==> src/rtl/pipe_ctrl_if.sv <==
// Handshake bundle between the pipeline stall/flush sequencer and the datapath.
// master: sequencer side (takes events, drives stage controls); slave: datapath side.
interface pipe_ctrl_if;
  logic hz_stall;
  logic imem_busy;
  logic imem_done;
  logic dmem_busy;
  logic dmem_done;
  logic br_redirect;
  logic halt_wb;

  logic pc_en;
  logic ifid_en;
  logic idex_en;
  logic exmem_en;
  logic memwb_en;
  logic ifid_flush;
  logic idex_flush;
  logic memwb_flush;
  logic fetch_go;

  modport master (
    input  hz_stall, imem_busy, imem_done, dmem_busy, dmem_done, br_redirect, halt_wb,
    output pc_en, ifid_en, idex_en, exmem_en, memwb_en,
    output ifid_flush, idex_flush, memwb_flush, fetch_go
  );

  modport slave (
    output hz_stall, imem_busy, imem_done, dmem_busy, dmem_done, br_redirect, halt_wb,
    input  pc_en, ifid_en, idex_en, exmem_en, memwb_en,
    input  ifid_flush, idex_flush, memwb_flush, fetch_go
  );
endinterface

==> src/rtl/pipe_ctrl.sv <==
// Stall/flush sequencer for a 5-stage pipeline with multi-cycle memories: per-stage
// enables and NOP-insert controls, saturating stall counter and memory watchdog.
module pipe_ctrl #(
  parameter int unsigned CNT_W   = 16,
  parameter int unsigned TIMEOUT = 255
) (
  input  logic             clk,
  input  logic             rst,
  pipe_ctrl_if.master      bus,
  output logic             halted,
  output logic             err,
  output logic [CNT_W-1:0] stall_cnt
);

  localparam int unsigned WdW = (TIMEOUT > 1) ? $clog2(TIMEOUT + 1) : 1;

  typedef enum logic [1:0] {StRun, StDstall, StIdrain, StHalt} state_e;

  state_e           state_q, state_d;
  logic [WdW-1:0]   wd_q, wd_d;
  logic             err_q, err_d;
  logic [CNT_W-1:0] cnt_q, cnt_d;

  logic dstall_req, imem_wait, stop_now;

  assign dstall_req = bus.dmem_busy & ~bus.dmem_done;
  assign imem_wait  = bus.imem_busy & ~bus.imem_done;
  // Watchdog expiry is folded in with HALT so both leave the pipeline frozen.
  assign stop_now   = bus.halt_wb | err_q;

  always_comb begin
    state_d         = state_q;
    err_d           = err_q;
    wd_d            = '0;
    bus.pc_en       = 1'b1;
    bus.ifid_en     = 1'b1;
    bus.idex_en     = 1'b1;
    bus.exmem_en    = 1'b1;
    bus.memwb_en    = 1'b1;
    bus.ifid_flush  = 1'b0;
    bus.idex_flush  = 1'b0;
    bus.memwb_flush = 1'b0;
    bus.fetch_go    = 1'b1;

    if (rst) begin
      bus.pc_en       = 1'b0;
      bus.ifid_en     = 1'b0;
      bus.idex_en     = 1'b0;
      bus.exmem_en    = 1'b0;
      bus.memwb_en    = 1'b0;
      bus.ifid_flush  = 1'b1;
      bus.idex_flush  = 1'b1;
      bus.memwb_flush = 1'b1;
      bus.fetch_go    = 1'b0;
    end else begin
      unique case (state_q)
        StHalt: begin
          bus.pc_en    = 1'b0;
          bus.ifid_en  = 1'b0;
          bus.idex_en  = 1'b0;
          bus.exmem_en = 1'b0;
          bus.memwb_en = 1'b0;
          bus.fetch_go = 1'b0;
        end
        StRun: begin
          if (bus.halt_wb) begin
            bus.pc_en    = 1'b0;
            bus.ifid_en  = 1'b0;
            bus.idex_en  = 1'b0;
            bus.exmem_en = 1'b0;
            bus.memwb_en = 1'b0;
            bus.fetch_go = 1'b0;
            state_d      = StHalt;
          end else if (dstall_req) begin
            bus.pc_en       = 1'b0;
            bus.ifid_en     = 1'b0;
            bus.idex_en     = 1'b0;
            bus.exmem_en    = 1'b0;
            bus.memwb_flush = 1'b1;
            bus.fetch_go    = 1'b0;
            state_d         = StDstall;
          end else if (bus.br_redirect) begin
            bus.ifid_flush = 1'b1;
            bus.idex_flush = 1'b1;
            // A fetch still in flight belongs to the wrong path; drain it first.
            if (bus.imem_busy) begin
              bus.fetch_go = 1'b0;
              state_d      = StIdrain;
            end
          end else if (bus.hz_stall) begin
            bus.pc_en      = 1'b0;
            bus.ifid_en    = 1'b0;
            bus.idex_flush = 1'b1;
            bus.fetch_go   = 1'b0;
          end else if (imem_wait) begin
            bus.pc_en      = 1'b0;
            bus.ifid_flush = 1'b1;
            bus.fetch_go   = 1'b0;
          end
        end
        StDstall: begin
          if (stop_now) begin
            bus.pc_en    = 1'b0;
            bus.ifid_en  = 1'b0;
            bus.idex_en  = 1'b0;
            bus.exmem_en = 1'b0;
            bus.memwb_en = 1'b0;
            bus.fetch_go = 1'b0;
            state_d      = StHalt;
          end else if (!bus.dmem_done) begin
            bus.pc_en       = 1'b0;
            bus.ifid_en     = 1'b0;
            bus.idex_en     = 1'b0;
            bus.exmem_en    = 1'b0;
            bus.memwb_flush = 1'b1;
            bus.fetch_go    = 1'b0;
          end else begin
            state_d = StRun;
          end
        end
        StIdrain: begin
          bus.fetch_go = 1'b0;
          if (stop_now) begin
            bus.pc_en    = 1'b0;
            bus.ifid_en  = 1'b0;
            bus.idex_en  = 1'b0;
            bus.exmem_en = 1'b0;
            bus.memwb_en = 1'b0;
            state_d      = StHalt;
          end else begin
            if (dstall_req) begin
              bus.pc_en       = 1'b0;
              bus.ifid_en     = 1'b0;
              bus.idex_en     = 1'b0;
              bus.exmem_en    = 1'b0;
              bus.memwb_flush = 1'b1;
            end else begin
              bus.pc_en      = 1'b0;
              bus.ifid_flush = 1'b1;
            end
            if (bus.imem_done) begin
              state_d = dstall_req ? StDstall : StRun;
            end
          end
        end
        default: state_d = StRun;
      endcase

      // Consecutive cycles spent frozen on memory, across DSTALL/IDRAIN hand-offs.
      if (TIMEOUT != 0 && !err_q &&
          (state_q == StDstall || state_q == StIdrain) &&
          (state_d == StDstall || state_d == StIdrain)) begin
        wd_d = wd_q + 1'b1;
        if (wd_d == WdW'(TIMEOUT)) begin
          err_d = 1'b1;
        end
      end
    end
  end

  always_comb begin
    cnt_d = cnt_q;
    if (!bus.pc_en && state_q != StHalt && cnt_q != {CNT_W{1'b1}}) begin
      cnt_d = cnt_q + 1'b1;
    end
  end

  always_ff @(posedge clk) begin
    if (rst) begin
      state_q <= StRun;
      wd_q    <= '0;
      err_q   <= 1'b0;
      cnt_q   <= '0;
    end else begin
      state_q <= state_d;
      wd_q    <= wd_d;
      err_q   <= err_d;
      cnt_q   <= cnt_d;
    end
  end

  assign halted    = (state_q == StHalt);
  assign err       = err_q;
  assign stall_cnt = cnt_q;

endmodule
==> src/flat_wrapper.sv <==
// flat-port wrapper written by rule: the top's interface ports become plain ports
module pipe_ctrl_flat 
#(
  parameter int unsigned CNT_W   = 16,
  parameter int unsigned TIMEOUT = 255
)
  (clk, rst, halted, err, stall_cnt, bus_hz_stall, bus_imem_busy, bus_imem_done, bus_dmem_busy, bus_dmem_done, bus_br_redirect, bus_halt_wb, bus_pc_en, bus_ifid_en, bus_idex_en, bus_exmem_en, bus_memwb_en, bus_ifid_flush, bus_idex_flush, bus_memwb_flush, bus_fetch_go);
  pipe_ctrl_if bus_i ();
  input  logic clk;
  input  logic rst;
  output logic halted;
  output logic err;
  output logic [CNT_W-1:0] stall_cnt;
  input wire logic [$bits(bus_i.hz_stall)-1:0] bus_hz_stall;
  input wire logic [$bits(bus_i.imem_busy)-1:0] bus_imem_busy;
  input wire logic [$bits(bus_i.imem_done)-1:0] bus_imem_done;
  input wire logic [$bits(bus_i.dmem_busy)-1:0] bus_dmem_busy;
  input wire logic [$bits(bus_i.dmem_done)-1:0] bus_dmem_done;
  input wire logic [$bits(bus_i.br_redirect)-1:0] bus_br_redirect;
  input wire logic [$bits(bus_i.halt_wb)-1:0] bus_halt_wb;
  output wire logic [$bits(bus_i.pc_en)-1:0] bus_pc_en;
  output wire logic [$bits(bus_i.ifid_en)-1:0] bus_ifid_en;
  output wire logic [$bits(bus_i.idex_en)-1:0] bus_idex_en;
  output wire logic [$bits(bus_i.exmem_en)-1:0] bus_exmem_en;
  output wire logic [$bits(bus_i.memwb_en)-1:0] bus_memwb_en;
  output wire logic [$bits(bus_i.ifid_flush)-1:0] bus_ifid_flush;
  output wire logic [$bits(bus_i.idex_flush)-1:0] bus_idex_flush;
  output wire logic [$bits(bus_i.memwb_flush)-1:0] bus_memwb_flush;
  output wire logic [$bits(bus_i.fetch_go)-1:0] bus_fetch_go;
  assign bus_i.hz_stall = bus_hz_stall;
  assign bus_i.imem_busy = bus_imem_busy;
  assign bus_i.imem_done = bus_imem_done;
  assign bus_i.dmem_busy = bus_dmem_busy;
  assign bus_i.dmem_done = bus_dmem_done;
  assign bus_i.br_redirect = bus_br_redirect;
  assign bus_i.halt_wb = bus_halt_wb;
  assign bus_pc_en = bus_i.pc_en;
  assign bus_ifid_en = bus_i.ifid_en;
  assign bus_idex_en = bus_i.idex_en;
  assign bus_exmem_en = bus_i.exmem_en;
  assign bus_memwb_en = bus_i.memwb_en;
  assign bus_ifid_flush = bus_i.ifid_flush;
  assign bus_idex_flush = bus_i.idex_flush;
  assign bus_memwb_flush = bus_i.memwb_flush;
  assign bus_fetch_go = bus_i.fetch_go;
  pipe_ctrl #(.CNT_W(CNT_W), .TIMEOUT(TIMEOUT)) u_core (.clk(clk), .rst(rst), .bus(bus_i), .halted(halted), .err(err), .stall_cnt(stall_cnt));
endmodule
==> config.mk <==
export PLATFORM = sky130hd
export DESIGN_NAME = pipe_ctrl_flat
export DESIGN_NICKNAME = d
export VERILOG_FILES = /design/src/rtl/pipe_ctrl_if.sv /design/src/rtl/pipe_ctrl.sv /design/src/flat_wrapper.sv
export SDC_FILE = /design/constraint.sdc
export NUM_CORES = 1
export LEC_CHECK = 0
export CAP_MARGIN = 20
export CORE_MARGIN = 2
export CORE_UTILIZATION = 46
export CTS_BUF_LIST = sky130_fd_sc_hd__clkbuf_16
export DETAILED_ROUTE_END_ITERATION = 8
export GPL_TIMING_DRIVEN = 0
export PLACE_DENSITY = 0.87
export SLEW_MARGIN = 0
export SYNTH_ARGS = -nofsm -noshare
export SYNTH_HDL_FRONTEND = slang
export SYNTH_SLANG_ARGS = --single-unit
export TNS_END_PERCENT = 50
==> constraint.sdc <==
create_clock -name clk -period 2.6 [get_ports clk]
set_clock_uncertainty 0.05 [all_clocks]
set_input_delay 0.26 -clock clk [delete_from_list [all_inputs] [get_ports clk]]
set_output_delay 0.26 -clock clk [all_outputs]
set_load 0.02 [all_outputs]
Yosys cells after proc, flatten, opt, wreduce, memory -nomap -nowiden
Cells that the tools add are included.

Add/subtract/negate cells: 2. Multipliers: 0. Divide/modulo/power cells: 0. $lt $le $gt $ge: 0. Eq/ne operators: 8. Shift operators: 0. Mux-type cells: 61. Bitwise operators: 6. Reductions and logical operators: 13.

Operators with widths (number): $mux 1 (44); $mux 2 (9); $add 16x1->16 const B (1); $ne 16x16->1 const B (1); $pmux 1 s3 (4); $add 8x1->8 const B (1); $eq 8x8->1 const B (1); $pmux 1 s4 (2); $eq 2x2->1 const B (3); $pmux 2 s3 (1); $reduce_or 2->1 (3); $eq 2x1->1 const B (2); $logic_and 1x1->1 (4); $not 1->1 (3); $and 1x1->1 (2); $logic_not 1->1 (2); $logic_not 2->1 (1); $logic_or 1x1->1 (2); $ne 2x2->1 const B (1); $pmux 1 s2 (1); $reduce_and 2->1 (1); $or 1x1->1 (1).

Register bits after elaboration: 27. Bits in latches: 0. Memory bits (writable): 0. Bits in read-only memories: 0. Bits of input ports: 9. Logic and storage cells: 94. Memories: 0.

Logic depth before layout (Yosys ltp)
Depth after elaboration: 12. Mapped depth: 10.

Least setup slack after synthesis
Ideal clock, no wire load.

Path type: register to output. From: reg u_core.state_q[0]. To: out bus_fetch_go. Arrival time: 2.072 ns. Data required time: 2.290 ns. Path slack: 0.218 ns. Cell stages (with the launch flop): 7. Buffers on the path: 1. Path through: dfxtp_1 -> inv_1 -> ha_1 -> clkbuf_1 -> or4b_4 -> o22a_1 -> a311oi_1.

Longest elaborated chain between the ends: 4. Elaborated cells on any way between the ends: 7.

Ends and longest elaborated chain: start: declaration (RTL line pipe_ctrl.sv:19) `state_e state_q, state_d;`; start signal: assignment (RTL line pipe_ctrl.sv:170) `state_q <= StRun;`; start signal: assignment (RTL line pipe_ctrl.sv:175) `state_q <= state_d;`; $eq 2x2->1 (RTL line pipe_ctrl.sv:56) `unique case (state_q)`; $reduce_or 2->1 (no source line); $pmux 1 s3 * (RTL line pipe_ctrl.sv:56); $mux 1 * (RTL line pipe_ctrl.sv:45) `if (rst) begin`; end: declaration (RTL line flat_wrapper.sv:29) `output wire logic [$bits(bus_i.fetch_go)-1:0] bus_fetch_go;`.

Every way passes the cells marked *; elsewhere a longest branch is shown, timed or not.

Final worst setup path
From: in bus_dmem_busy. To: reg u_core.cnt_q[13], in the netlist u_core.stall_cnt[13].

Longest elaborated chain between the ends: 8.

Ends and longest elaborated chain: start: declaration (RTL line flat_wrapper.sv:17) `input wire logic [$bits(bus_i.dmem_busy)-1:0] bus_dmem_busy;`; $and 1x1->1 (RTL line pipe_ctrl.sv:26) `assign dstall_req = bus.dmem_busy & ~bus.dmem_done;`; $mux 1 (RTL line pipe_ctrl.sv:74) `end else if (dstall_req) begin`; $mux 1 (RTL line pipe_ctrl.sv:66) `if (bus.halt_wb) begin`; $pmux 1 s3 (RTL line pipe_ctrl.sv:56); $mux 1 (RTL line pipe_ctrl.sv:45); $logic_not 1->1 (RTL line pipe_ctrl.sv:163) `if (!bus.pc_en && state_q != StHalt && cnt_q != {CNT_W{1'b1}}) begin`; $logic_and 1x1->1 (2 in series) (RTL line pipe_ctrl.sv:163); end signal: assignment (RTL line pipe_ctrl.sv:178) `cnt_q <= cnt_d;`; end: declaration (RTL line pipe_ctrl.sv:22) `logic [CNT_W-1:0] cnt_q, cnt_d;`.

No other way between the ends. A chain may end at the register's enable or synchronous reset.

==> impl_metrics.csv <==
group,metric,value,unit
run_status,status,"finished clean",
pwr,p_comb_share,47.3,%
pwr,switching_power,636.2,µW
global_routing,antenna_found_initial,0,
detailed_routing,viasPerCell,5.905,
logic_synthesis,async_flop_share,0,%
clocking,tritoncts,"built",
logic_synthesis,synthesis.nets,224,
cells_and_area,area_growth,29.63,%
logic_synthesis,synth_cells,208,
floorplanning,rows,22,
setup_path,end_kind,"register",
timing,finalWorstSetupSlack,0.1316,ns
pwr,ir_drop,0.0003877,V
clocking,cts_buffer_depth,2,
logic_synthesis,ys_types,51,
cells_and_area,final_cell_mix,"27 x dfxtp_1, 26 x clkdlybuf4s50_1, 17 x nor2_1, 12 x nand2_1, 10 x o31ai_1",
logic_synthesis,yosys_warnings,0,
pwr,p_leak,0.0007917,µW
global_routing,grt_use_total,21.80,%
logic_synthesis,synth_area_per_cell,8.343,µm²
clocking,root_buffer,"clkbuf_16",
pwr,intPower,973.3,µW
logic_synthesis,synth_area,0.001735,mm²
cells_and_area,layout_commonest_cell,"dfxtp_1",
clocking,insertion_delay,0.27,ns
timing,fin_crit,2.468,ns
cells_and_area,drive_gt1_share,15.04,%
logic_synthesis,synth.ff_latch_count,27,
setup_path,critPathMaxFanout,10,
logic_synthesis,synth_edf_count,0,
logic_synthesis,yosysSeqAreaShare,31.15,%
floorplanning,dieWidth,65.42,µm
logic_synthesis,synthFlopType,"dfxtp_1",
timing,drv_slew,0,
timing,final.period_utilization,94.94,%
hold_path,hp-class,"register to register",
timing,slew-limit-headroom,66.90,%
detailed_routing,wirelength,4.433,mm
pwr,switching_share,39.53,%
clocking,numCtsBuffers,3,
timing,max_clock_freq,405.1,MHz
pwr,powerDensity,715.5,mW/mm²
floorplanning,ios,36,
setup_path,crit_type,"input port to register",
placement,placed_cells,291,
floorplanning,start_util,47.76,%
timing,rsz0062_at_grt,"false",
cells_and_area,diodes,0,
pwr,seq_power_share,30.4,%
detailed_routing,drtIter0Drc,86,
cells_and_area,fin_cells,294,
timing,hold_violations,0,
floorplanning,die_h,65.42,µm
floorplanning,core_area,0.003633,mm²
timing,setup_viol,0,
setup_path,worstPathArrival,2.58,ns
clocking,cts.sinks,27,
cells_and_area,nets,263,
job,cap_violations,0,
clocking,htreeDepth,1,
placement,dp_hpwl,3.183,mm
setup_path,crit_required,2.71,ns
global_routing,grt_max_degree,16,
detailed_routing,vias,1736,
clocking,path_clk_slew,0.07,ns
placement,gp_congestion,0.9262,
global_routing,grt_pass1_wl,7.327,mm
timing,worst_slew_pin_slew,0.4955,ns
global_routing,grt_pass1_vias,1656,
global_routing,grt-ovfl-total,0,
floorplanning,dieArea,0.004280,mm²
detailed_routing,wl_per_cell,15.08,µm
detailed_routing,drc,0,
detailed_routing,dr.pass1.iters,4,
placement,port_buffers,35,
placement,pre_cts_ws,-0.5118,ns
cells_and_area,nFillCells,302,
pwr,clkPwrFrac,22.3,%
detailed_routing,ant_nets,0,
setup_path,worstSetupStartpointType,"input port",
kinds of logic after synthesis:
kind of cell | after synthesis | synth area share, %
AND/OR/NAND/NOR | 93 | 29.85
AO/OA/AOI/OAI | 52 | 22.78
flip-flops | 27 | 31.15
buffers and inverters | 19 | 5.335
adder cells (fa/ha/maj) | 7 | 5.047
XOR/XNOR | 6 | 3.029
multiplexers | 4 | 2.811
layout make-up:
| type | count | area, µm² | area share [%] |
|---|---|---|---|
| sequential | 27 | 540.5 | 24.03 |
| multi-input combinational | 162 | 1130 | 50.22 |
| inverter | 9 | 33.78 | 1.502 |
| clock buffer | 3 | 75.07 | 3.337 |
| tap | 48 | 60.06 | 2.670 |
| timing repair buffer | 35 | 346.6 | 15.41 |
| clock inverter | 1 | 5.005 | 0.2225 |
| buffer | 9 | 58.81 | 2.614 |
registers in the layout, indices dropped and copies added, names as in the netlist:
signal and count:
u_core.state_q 2, u_core.err 1, u_core.wd_q 8, u_core.stall_cnt 16
layer usage:
metal / routed length, µm / global-route usage (%)
met4: 90 / 10.42
met2: 2224 / 38.14
met5: 0 / 0
met3: 215 / 3.082
met1: 1903 / 26.15
worst max-delay path, cell delays in order:
cell and delay, ns:
clkdlybuf4s50_1 0.46, nor2b_2 0.21, or4b_4 0.57, o311ai_4 0.50, buf_6 0.21, nor3_2 0.06
mux2_4 0.29
worst paths after layout:
path / depth (start not counted) / slack (ns) / start / to
worst min register to register: 1 / 0.46 / u_core.wd_q[0] / u_core.wd_q[0]
worst max-delay path: 7 / 0.13 / bus_dmem_busy / u_core.stall_cnt[13]
worst max register to register: 7 / 0.14 / u_core.state_q[0] / u_core.stall_cnt[13]
worst min-delay path: 1 / 0.46 / u_core.wd_q[0] / u_core.wd_q[0]
cells in the mapped netlist, types with 7 or more instances:
cell type | number | share of area [%]
nor2_1 | 17 | 3.7
ha_1 | 7 | 5.0
or4_1 | 8 | 3.5
a21oi_1 | 9 | 2.6
nand2_1 | 12 | 2.6
inv_1 | 9 | 1.9
dfxtp_1 | 27 | 31
nor3_1 | 9 | 2.6
o31ai_1 | 10 | 4.3
nand3_1 | 9 | 2.6
a21oi_2 | 7 | 3.5
power by group through the flow:
stage	Combinational [µW]	Clock [µW]	Sequential (µW)
4_1_cts	715	363	488
2_1_floorplan	471	0	507
5_1_grt	832	373	495
3_5_place_dp	710	0	498
3_3_place_gp	690	0	496
6_report	761	359	490
per-stage QoR:
step	power, µW	hold WS, ns	setup TNS, ns	utilization, %	area [µm²]
after floorplan	978.0	0.4206	0	-	1735
after global placement	1185	0.4413	-2.211	59.06	2146
after detailed placement	1208	0.4503	-2.940	59.06	2146
after CTS	1566	0.4599	0	61.36	2230
after global routing	1701	0.4969	0	61.91	2250
final	1610	0.4560	0	61.91	2250
what timing repair did:
item,4_1_cts,5_1_grt
buffers inserted,0,0
hold buffers,0,0
resized for setup,14,8
endpoints found under the setup margin,17,7
No activity file was read; power rests on OpenSTA's default activity.
